File: src/rtl/uart_rx_core.sv
// uart_rx_core: single-clock UART receiver with internal bit timing.
// Bytes leave through valid/ready; errors are one-cycle pulses.
//
// Ports:
//   clk_in      system clock, posedge
//   reset_n     asynchronous active-low reset
//   DIV_FACTOR  clk_in cycles per bit (values below 4 act as 4)
//   rx_in       asynchronous serial line, idle high
//   rx_data     received byte, zero-extended when DATA_BITS < 8
//   rx_valid    rx_data holds an undelivered byte
//   rx_ready    consumer takes the byte when rx_valid && rx_ready
//   frame_err   pulse: stop bit sampled low
//   parity_err  pulse: parity mismatch
//   overrun_err pulse: good byte dropped, previous one still pending
//   busy        receiver is inside a frame
module uart_rx_core #(
    parameter int DATA_BITS  = 8,
    parameter bit PARITY_EN  = 1'b0,
    parameter bit PARITY_ODD = 1'b0
) (
    input  logic        clk_in,
    input  logic        reset_n,
    input  logic [31:0] DIV_FACTOR,
    input  logic        rx_in,
    output logic [7:0]  rx_data,
    output logic        rx_valid,
    input  logic        rx_ready,
    output logic        frame_err,
    output logic        parity_err,
    output logic        overrun_err,
    output logic        busy
);

    typedef enum logic [2:0] {
        IDLE,
        START,
        DATA,
        PARITY,
        STOP
    } state_t;

    localparam logic [3:0] LAST_BIT = 4'(DATA_BITS - 1);

    state_t               state;
    logic                 sync1;
    logic                 sync2;
    logic                 rx_d;
    logic [31:0]          div_q;
    logic [31:0]          cnt;
    logic [3:0]           bit_idx;
    logic [DATA_BITS-1:0] shift;
    logic                 par_bad;

    logic                 start_edge;
    logic [31:0]          div_clamp;
    logic [31:0]          half_m1;
    logic [31:0]          full_m1;
    logic [7:0]           shift_ext;

    // Falling edge seen after the synchronizer; a line held low
    // can never look like a fresh edge.
    assign start_edge = ~sync2 & rx_d;
    assign div_clamp  = (DIV_FACTOR < 32'd4) ? 32'd4 : DIV_FACTOR;
    assign half_m1    = (div_q >> 1) - 32'd1;
    assign full_m1    = div_q - 32'd1;

    always_comb begin
        shift_ext = '0;
        shift_ext[DATA_BITS-1:0] = shift;
    end

    always_ff @(posedge clk_in or negedge reset_n) begin
        if (!reset_n) begin
            sync1 <= 1'b1;
            sync2 <= 1'b1;
            rx_d  <= 1'b1;
        end else begin
            sync1 <= rx_in;
            sync2 <= sync1;
            rx_d  <= sync2;
        end
    end

    always_ff @(posedge clk_in or negedge reset_n) begin
        if (!reset_n) begin
            state       <= IDLE;
            div_q       <= '0;
            cnt         <= '0;
            bit_idx     <= '0;
            shift       <= '0;
            par_bad     <= 1'b0;
            rx_data     <= '0;
            rx_valid    <= 1'b0;
            frame_err   <= 1'b0;
            parity_err  <= 1'b0;
            overrun_err <= 1'b0;
            busy        <= 1'b0;
        end else begin
            frame_err   <= 1'b0;
            parity_err  <= 1'b0;
            overrun_err <= 1'b0;
            if (rx_valid && rx_ready) begin
                rx_valid <= 1'b0;
            end

            unique case (state)
                IDLE: begin
                    if (start_edge) begin
                        div_q   <= div_clamp;
                        cnt     <= '0;
                        bit_idx <= '0;
                        par_bad <= 1'b0;
                        state   <= START;
                        busy    <= 1'b1;
                    end
                end

                START: begin
                    if (cnt == half_m1) begin
                        cnt <= '0;
                        if (sync2) begin
                            state <= IDLE;
                            busy  <= 1'b0;
                        end else begin
                            state <= DATA;
                        end
                    end else begin
                        cnt <= cnt + 32'd1;
                    end
                end

                DATA: begin
                    if (cnt == full_m1) begin
                        cnt <= '0;
                        // LSB first: new bit enters at the top
                        if (DATA_BITS > 1) begin
                            shift <= {sync2, shift[DATA_BITS-1:1]};
                        end else begin
                            shift <= DATA_BITS'(sync2);
                        end
                        if (bit_idx == LAST_BIT) begin
                            bit_idx <= '0;
                            if (PARITY_EN) begin
                                state <= PARITY;
                            end else begin
                                state <= STOP;
                            end
                        end else begin
                            bit_idx <= bit_idx + 4'd1;
                        end
                    end else begin
                        cnt <= cnt + 32'd1;
                    end
                end

                PARITY: begin
                    if (cnt == full_m1) begin
                        cnt     <= '0;
                        par_bad <= (sync2 != ((^shift) ^ PARITY_ODD));
                        state   <= STOP;
                    end else begin
                        cnt <= cnt + 32'd1;
                    end
                end

                STOP: begin
                    if (cnt == full_m1) begin
                        cnt   <= '0;
                        state <= IDLE;
                        busy  <= 1'b0;
                        if (!sync2) begin
                            frame_err <= 1'b1;
                        end else if (par_bad) begin
                            parity_err <= 1'b1;
                        end else if (rx_valid && !rx_ready) begin
                            overrun_err <= 1'b1;
                        end else begin
                            // also covers a same-cycle accept
                            rx_data  <= shift_ext;
                            rx_valid <= 1'b1;
                        end
                    end else begin
                        cnt <= cnt + 32'd1;
                    end
                end

                default: begin
                    state <= IDLE;
                    busy  <= 1'b0;
                end
            endcase
        end
    end

endmodule

File: config.mk
export PLATFORM = sky130hd
export DESIGN_NAME = uart_rx_core
export DESIGN_NICKNAME = d
export VERILOG_FILES = /design/src/rtl/uart_rx_core.sv
export SDC_FILE = /design/constraint.sdc
export NUM_CORES = 1
export LEC_CHECK = 0
export ABC_AREA = 0
export ABC_CLOCK_PERIOD_IN_PS = 8070
export CAP_MARGIN = 20
export CELL_PAD_IN_SITES_DETAIL_PLACEMENT = 0
export CELL_PAD_IN_SITES_GLOBAL_PLACEMENT = 2
export CORE_ASPECT_RATIO = 1.4
export CORE_MARGIN = 4
export CORE_UTILIZATION = 40
export CTS_BUF_LIST = sky130_fd_sc_hd__clkbuf_2 sky130_fd_sc_hd__clkbuf_4 sky130_fd_sc_hd__clkbuf_8
export DETAILED_ROUTE_END_ITERATION = 6
export PLACE_DENSITY = 0.86
export RECOVER_POWER = 100
export SYNTH_ARGS = -nofsm -noshare
export SYNTH_HDL_FRONTEND = slang
export SYNTH_SLANG_ARGS = --single-unit
File: constraint.sdc
create_clock -name clk_in -period 8.07 [get_ports clk_in]
set_input_delay 0.807 -clock clk_in [delete_from_list [all_inputs] [get_ports clk_in]]
set_output_delay 0.807 -clock clk_in [all_outputs]
set_load 0.02 [all_outputs]
=== Word level (Yosys, flattened, before mapping) ===
Cells that the tools add are included.

* Register bits after elaboration: 96
* Latch bits: 0
* RAM bits: 0
* Memory bits (read-only): 0
* Input bits: 36
* Word-level logic and storage cells: 101
* Memories: 0

* Add/sub/neg operators: 4
* $mul: 0
* Divide/modulo/power cells: 0
* Order comparisons: 1
* Equal/unequal tests: 15
* Shift operators: 0
* Muxes and demuxes: 43
* Bitwise gates (word level): 5
* Reduce and logical (&&, ||, !) cells: 18

{| class="wikitable"
|+ Operators by type and width
! kind !! number
|-
| 32-bit 2-to-1 mux || 4
|-
| 32-bit one-hot mux with 3 select lines || 1
|-
| 32-bit equality test || 2
|-
| 32-bit by 1-bit adder with 32-bit output (second input constant) || 1
|-
| 32-bit by 3-bit < comparator with 1-bit output (second input constant) || 1
|-
| 31-bit by 1-bit subtractor with 32-bit output (second input constant) || 1
|-
| 32-bit by 1-bit subtractor with 32-bit output (second input constant) || 1
|-
| 1-bit 2-to-1 mux || 24
|-
| 3-bit 2-to-1 mux || 6
|-
| 3-bit one-hot mux with 5 select lines || 1
|-
| 2-bit != test (second input constant) || 7
|-
| 4-bit 2-to-1 mux || 3
|-
| 5-bit AND reduction || 2
|-
| 4-bit one-hot mux with 2 select lines || 1
|-
| 8-bit parity || 1
|-
| 3-bit by 2-bit equality test with 1-bit output (second input constant) || 2
|-
| 2-bit AND reduction || 3
|-
| 3-bit AND reduction || 2
|-
| 6-bit AND reduction || 1
|-
| 4-bit by 1-bit adder with 4-bit output (second input constant) || 1
|-
| 4-bit by 3-bit equality test with 1-bit output (second input constant) || 1
|-
| 1-bit inverter || 4
|-
| 1-bit one-hot mux with 4 select lines || 1
|-
| 2-bit nonzero test || 2
|-
| 12 further kinds || 13
|}

=== Depth between registers and ports, before layout ===
* Depth after elaboration: 7
* Depth in mapped cells: 14
* Mapped depth without buffers: 11

=== Worst setup path after synthesis ===
No wires, ideal clock.

* Path type: register -> register
* From: reg div_q[1]
* To: reg shift[0]
* Library setup time: 0.128 ns
* Arrival: 3.278 ns
* Slack: 4.664 ns
* Stages on the path, launching flop included: 12
* Path buffers: 1
* Clock period less this slack: 3.406 ns
* Cells stage by stage: dfrtp_1 inv_1 ha_1 nor3b_4 nand4_2 or4_1 o2bb2ai_1 nor4b_2 o2111a_2 and2_4 buf_4 mux2_1

* Word-level cells in the longest chain between the ends: 3

{| class="wikitable"
|+ Ends and longest elaborated chain
! element !! line !! source
|-
| from (decl) || 48 || <nowiki>logic [31:0] div_q;</nowiki>
|-
| from (signal assigned) || 109 || <nowiki>div_q <= div_clamp;</nowiki>
|-
| 32-bit by 1-bit subtractor with 32-bit output || 65 || <nowiki>assign full_m1 = div_q - 32'd1;</nowiki>
|-
| 32-bit equality test || 133 || <nowiki>if (cnt == full_m1) begin</nowiki>
|-
| 2-bit AND reduction (no line) || - ||
|-
| to (signal assigned) || 137 || <nowiki>shift <= {sync2, shift[DATA_BITS-1:1]};</nowiki>
|-
| to (signal assigned) || 139 || <nowiki>shift <= DATA_BITS'(sync2);</nowiki>
|-
| to (decl) || 51 || <nowiki>logic [DATA_BITS-1:0] shift;</nowiki>
|}

No other way between the ends.
A chain may end at the register's enable or synchronous reset.

=== Worst setup path after layout ===
* From: reg div_q[1]
* To: reg cnt[23]

* Word-level cells in the longest chain between the ends: 4
* Elaborated cells on any way between the ends: 7

{| class="wikitable"
|+ Ends and longest elaborated chain
! element !! line !! source
|-
| 32-bit by 1-bit subtractor with 32-bit output or 31-bit by 1-bit subtractor with 32-bit output (tied branches) || 65, 64 ||
|-
| 32-bit equality test, on equally long branches || - ||
|-
| 32-bit 2-to-1 mux, on equally long branches || - ||
|-
| 32-bit one-hot mux with 3 select lines (*) || 106 || <nowiki>unique case (state)</nowiki>
|-
| to (signal assigned) || 128 || <nowiki>cnt <= cnt + 32'd1;</nowiki>
|-
| to (signal assigned) || 152 || <nowiki>cnt <= cnt + 32'd1;</nowiki>
|-
| to (signal assigned) || 162 || <nowiki>cnt <= cnt + 32'd1;</nowiki>
|-
| to (decl) || 49 || <nowiki>logic [31:0] cnt;</nowiki>
|}

Mark *: on every way between the ends. The rest lies on a longest branch, timed or not.

==> flow_summary.yaml <==
status:
  status: "finished with violations"
  violations: "max-capacitance violations, max-slew violations"
critical_path:
  worst_path_max_delay_cell: "nor3b_1"
  crit_path_frequent_cell: "nand4_1"
  required_ns: 8.33
  critPathCaptureType: "register"
  cp.arrival_ns: 5.87
  critPathKind: "register to register"
  path_cells: "inv_1, ha_1, nor3b_1, nand4_1, or4_1, a32oi_1, nand4_1, nor4_1, nor2_2, clkbuf_1, nor2_8, o211ai_1"
  crit_path_max_incr_delay_ns: 0.91
  worstPathMaxFanout: 34
  start_kind: "register"
route:
  first_pass_iters: 5
  routed_wirelength_mm: 22.07
  wl_per_cell_um: 19.81
  drtAntennaViolNets: 0
  drt_iter0_markers: 524
  drc: 0
  viasPerCell: 5.929
  via_count: 6605
min_path:
  min_path_type: "register to register"
power:
  irDropWorstVdd_uv: 102.5
  fin_total_pwr_mw: 1.601
  powerDensity_mw_per_mm2: 204.2
  power_leakage_nw: 3.061
place:
  numPortBuffers: 48
  dpl-instance-area_mm2: 0.007706
  place.gp.congestion: 0.9702
  hpwl_mm: 16.90
  pre_cts_slack_ns: 3.897
clocking:
  clock_sinks: 96
  insertion_delay_ns: 0.39
  cts_root_buf: "clkbuf_8"
  cts_buffers: 9
  cts-resized-gates: 0
  cts_buffer_depth: 2
  cts_setup_buffers: 0
  cts_htree_levels: 3
  postCtsHoldBufs: 0
  clk_pin_slew_ns: 0.10
  cts_tree: "yes"
die:
  io_pins: 49
  core_area_mm2: 0.01754
  start_util_pct: 41.26
  fp.dieW_um: 121.7
  die_area_mm2: 0.02035
  num_rows: 57
  die_h_um: 167.2
cells_and_area:
  ff_latch_area_mm2: 0.002406
  design_area_mm2: 0.007838
  fin_nets: 913
  multi_input_area_mm2: 0.004380
  area_growth_pct: 8.261
  post-route-util_pct: 44.67
  nFillCells: 1768
  drive_above_1_share_pct: 5.467
  n_antenna_cell: 0
timing:
  setup_tns_ns: 0
  setup_slack_ns: 2.457
  setup_violations: 0
  rsz0062_at_grt: "no"
  fin_skew_ns: 0.01439
  slew-limit-headroom_pct: -142.9
  drv_slew: 134
  hold_violations: 0
  fmax_ghz: 0.1782
  fin_crit_ns: 5.613
  post-route-period-util_pct: 69.55
  worst_pin_slew_ns: 3.644
run:
  cap_violations: 3
yosys:
  synth_edf_count: 0
  async_flop_share_pct: 100.0
  synthFlopType: "dfrtp_1"
  synth_area_per_cell_um2: 8.199
  synth_top_area_cell: "dfrtp_1"
  syn_nets: 923
  synth_cells: 883
  yosysUniqueCellTypes: 85
  synth_top_area_share_pct: 32.15
  synth_area_mm2: 0.007239
  netlist_top_cells_area: "dfrtp_1, nand2_1, xnor2_1"
  ys_ff_latch: 96
  synth_seq_area_share_pct: 33.24
  synth_most_common_cell: "nand2_1"
  yosys_warnings: 0
  synth_common_cells: "nand2_1, dfrtp_1, xnor2_1"
global_route:
  grt_use_total_pct: 21.94
  antenna_found_initial: 0
  grt_pass1_wl_mm: 35.14
  grt_max_degree: 68
  grt_pass1_vias: 6403
  grt_overflow: 0
==> sequential cells by signal, indices dropped and copies added (netlist names) <==
signal	cells
rx_data	8
shift	8
rx_valid	1
bit_idx	4
cnt	32
frame_err	1
parity_err	1
overrun_err	1
busy	1
sync2	1
state	3
sync1	1
rx_d	1
div_q	32
par_bad	1
==> layer usage <==
metal  GRT usage [%]  share of wire [%]  up-vias
li1                -                  -     3122
met1           26.60                 40     3216
met2           37.98                 51      195
met3           2.935                3.8       72
met4           10.53                5.0        0
met5               0                  0        -
==> cell type report <==
class | count | share of cell area [%]
timing repair buffer | 53 | 6.338
multi-input combinational | 697 | 55.89
sequential | 96 | 30.70
clock inverter | 4 | 0.4310
inverter | 16 | 0.7663
clock buffer | 12 | 2.107
tap | 236 | 3.768
==> worst paths after layout <==
path / start / end / slack [ns] / depth (start not counted)
max in group asynchronous: reset_n / div_q[7] / 3.03 / 2
max reg2reg: div_q[1] / cnt[23] / 2.46 / 12
min reg2reg: sync1 / sync2 / 0.37 / 0
min in group asynchronous: reset_n / cnt[9] / 0.82 / 1
min: sync1 / sync2 / 0.37 / 0
max: div_q[1] / cnt[23] / 2.46 / 12
==> logic make-up (layout without fill, tap and decap cells) <==
| family | after synthesis | in the layout | share of synthesized area (%) |
|---|---|---|---|
| xor gates and xnor gates | 81 | 81 | 9.990 |
| DFF | 96 | 96 | 33.24 |
| AOI/OAI and AO/OA | 151 | 151 | 14.07 |
| buffers and inverters | 90 | 85 | 5.634 |
| and+or+nand+nor | 438 | 438 | 32.89 |
| adders and majority gates | 4 | 4 | 0.6914 |
| muxes | 23 | 23 | 3.491 |
==> metrics by stage <==
| stage | std cells | hold slack [ns] |
|---|---|---|
| finish | 1114 | 0.3718 |
| global route | 1114 | 0.3897 |
| CTS | 1114 | 0.3337 |
| detailed placement | 1098 | 0.3498 |
| global placement | 1098 | 0.3489 |
| floorplan | 883 | 0.3452 |
==> cells in the final DEF, fill, tap and decap left out, types with 8 or more instances in the layout <==
cell,netlist,routed
nand2_1,167,167
dfrtp_1,93,93
xnor2_1,53,53
nor2_1,51,51
nor3_1,35,35
nand3_1,34,34
clkdlybuf4s50_1,0,33
o21ai_0,27,32
xor2_1,27,27
o211ai_1,22,22
nor4_1,21,22
nand4_1,18,19
mux2_1,17,17
inv_1,16,16
o22ai_1,15,15
dlygate4sd3_1,0,14
o21ai_1,19,13
a21oi_1,12,12
clkbuf_8,0,12
or3_1,11,11
nor2b_1,11,11
or4_1,10,10
nor3b_1,7,8
and3_1,8,8
==> worst max-delay path, delay by kind of cell (launching register included) <==
family                     cells  cell delay (ns)
adders and majority gates      1             0.29
AOI/OAI and AO/OA              2             0.42
DFF                            1             0.46
and+or+nand+nor                7             3.33
buffers and inverters          2             0.97
==> where the power goes <==
group	switching [mW]	total (mW)	internal [mW]
sequential	0.208	0.755	0.547
combinational	0.280	0.525	0.245
clock	0.180	0.321	0.140
total	0.668	1.60	0.933
Note: power is estimated with default switching activity, not from simulation.
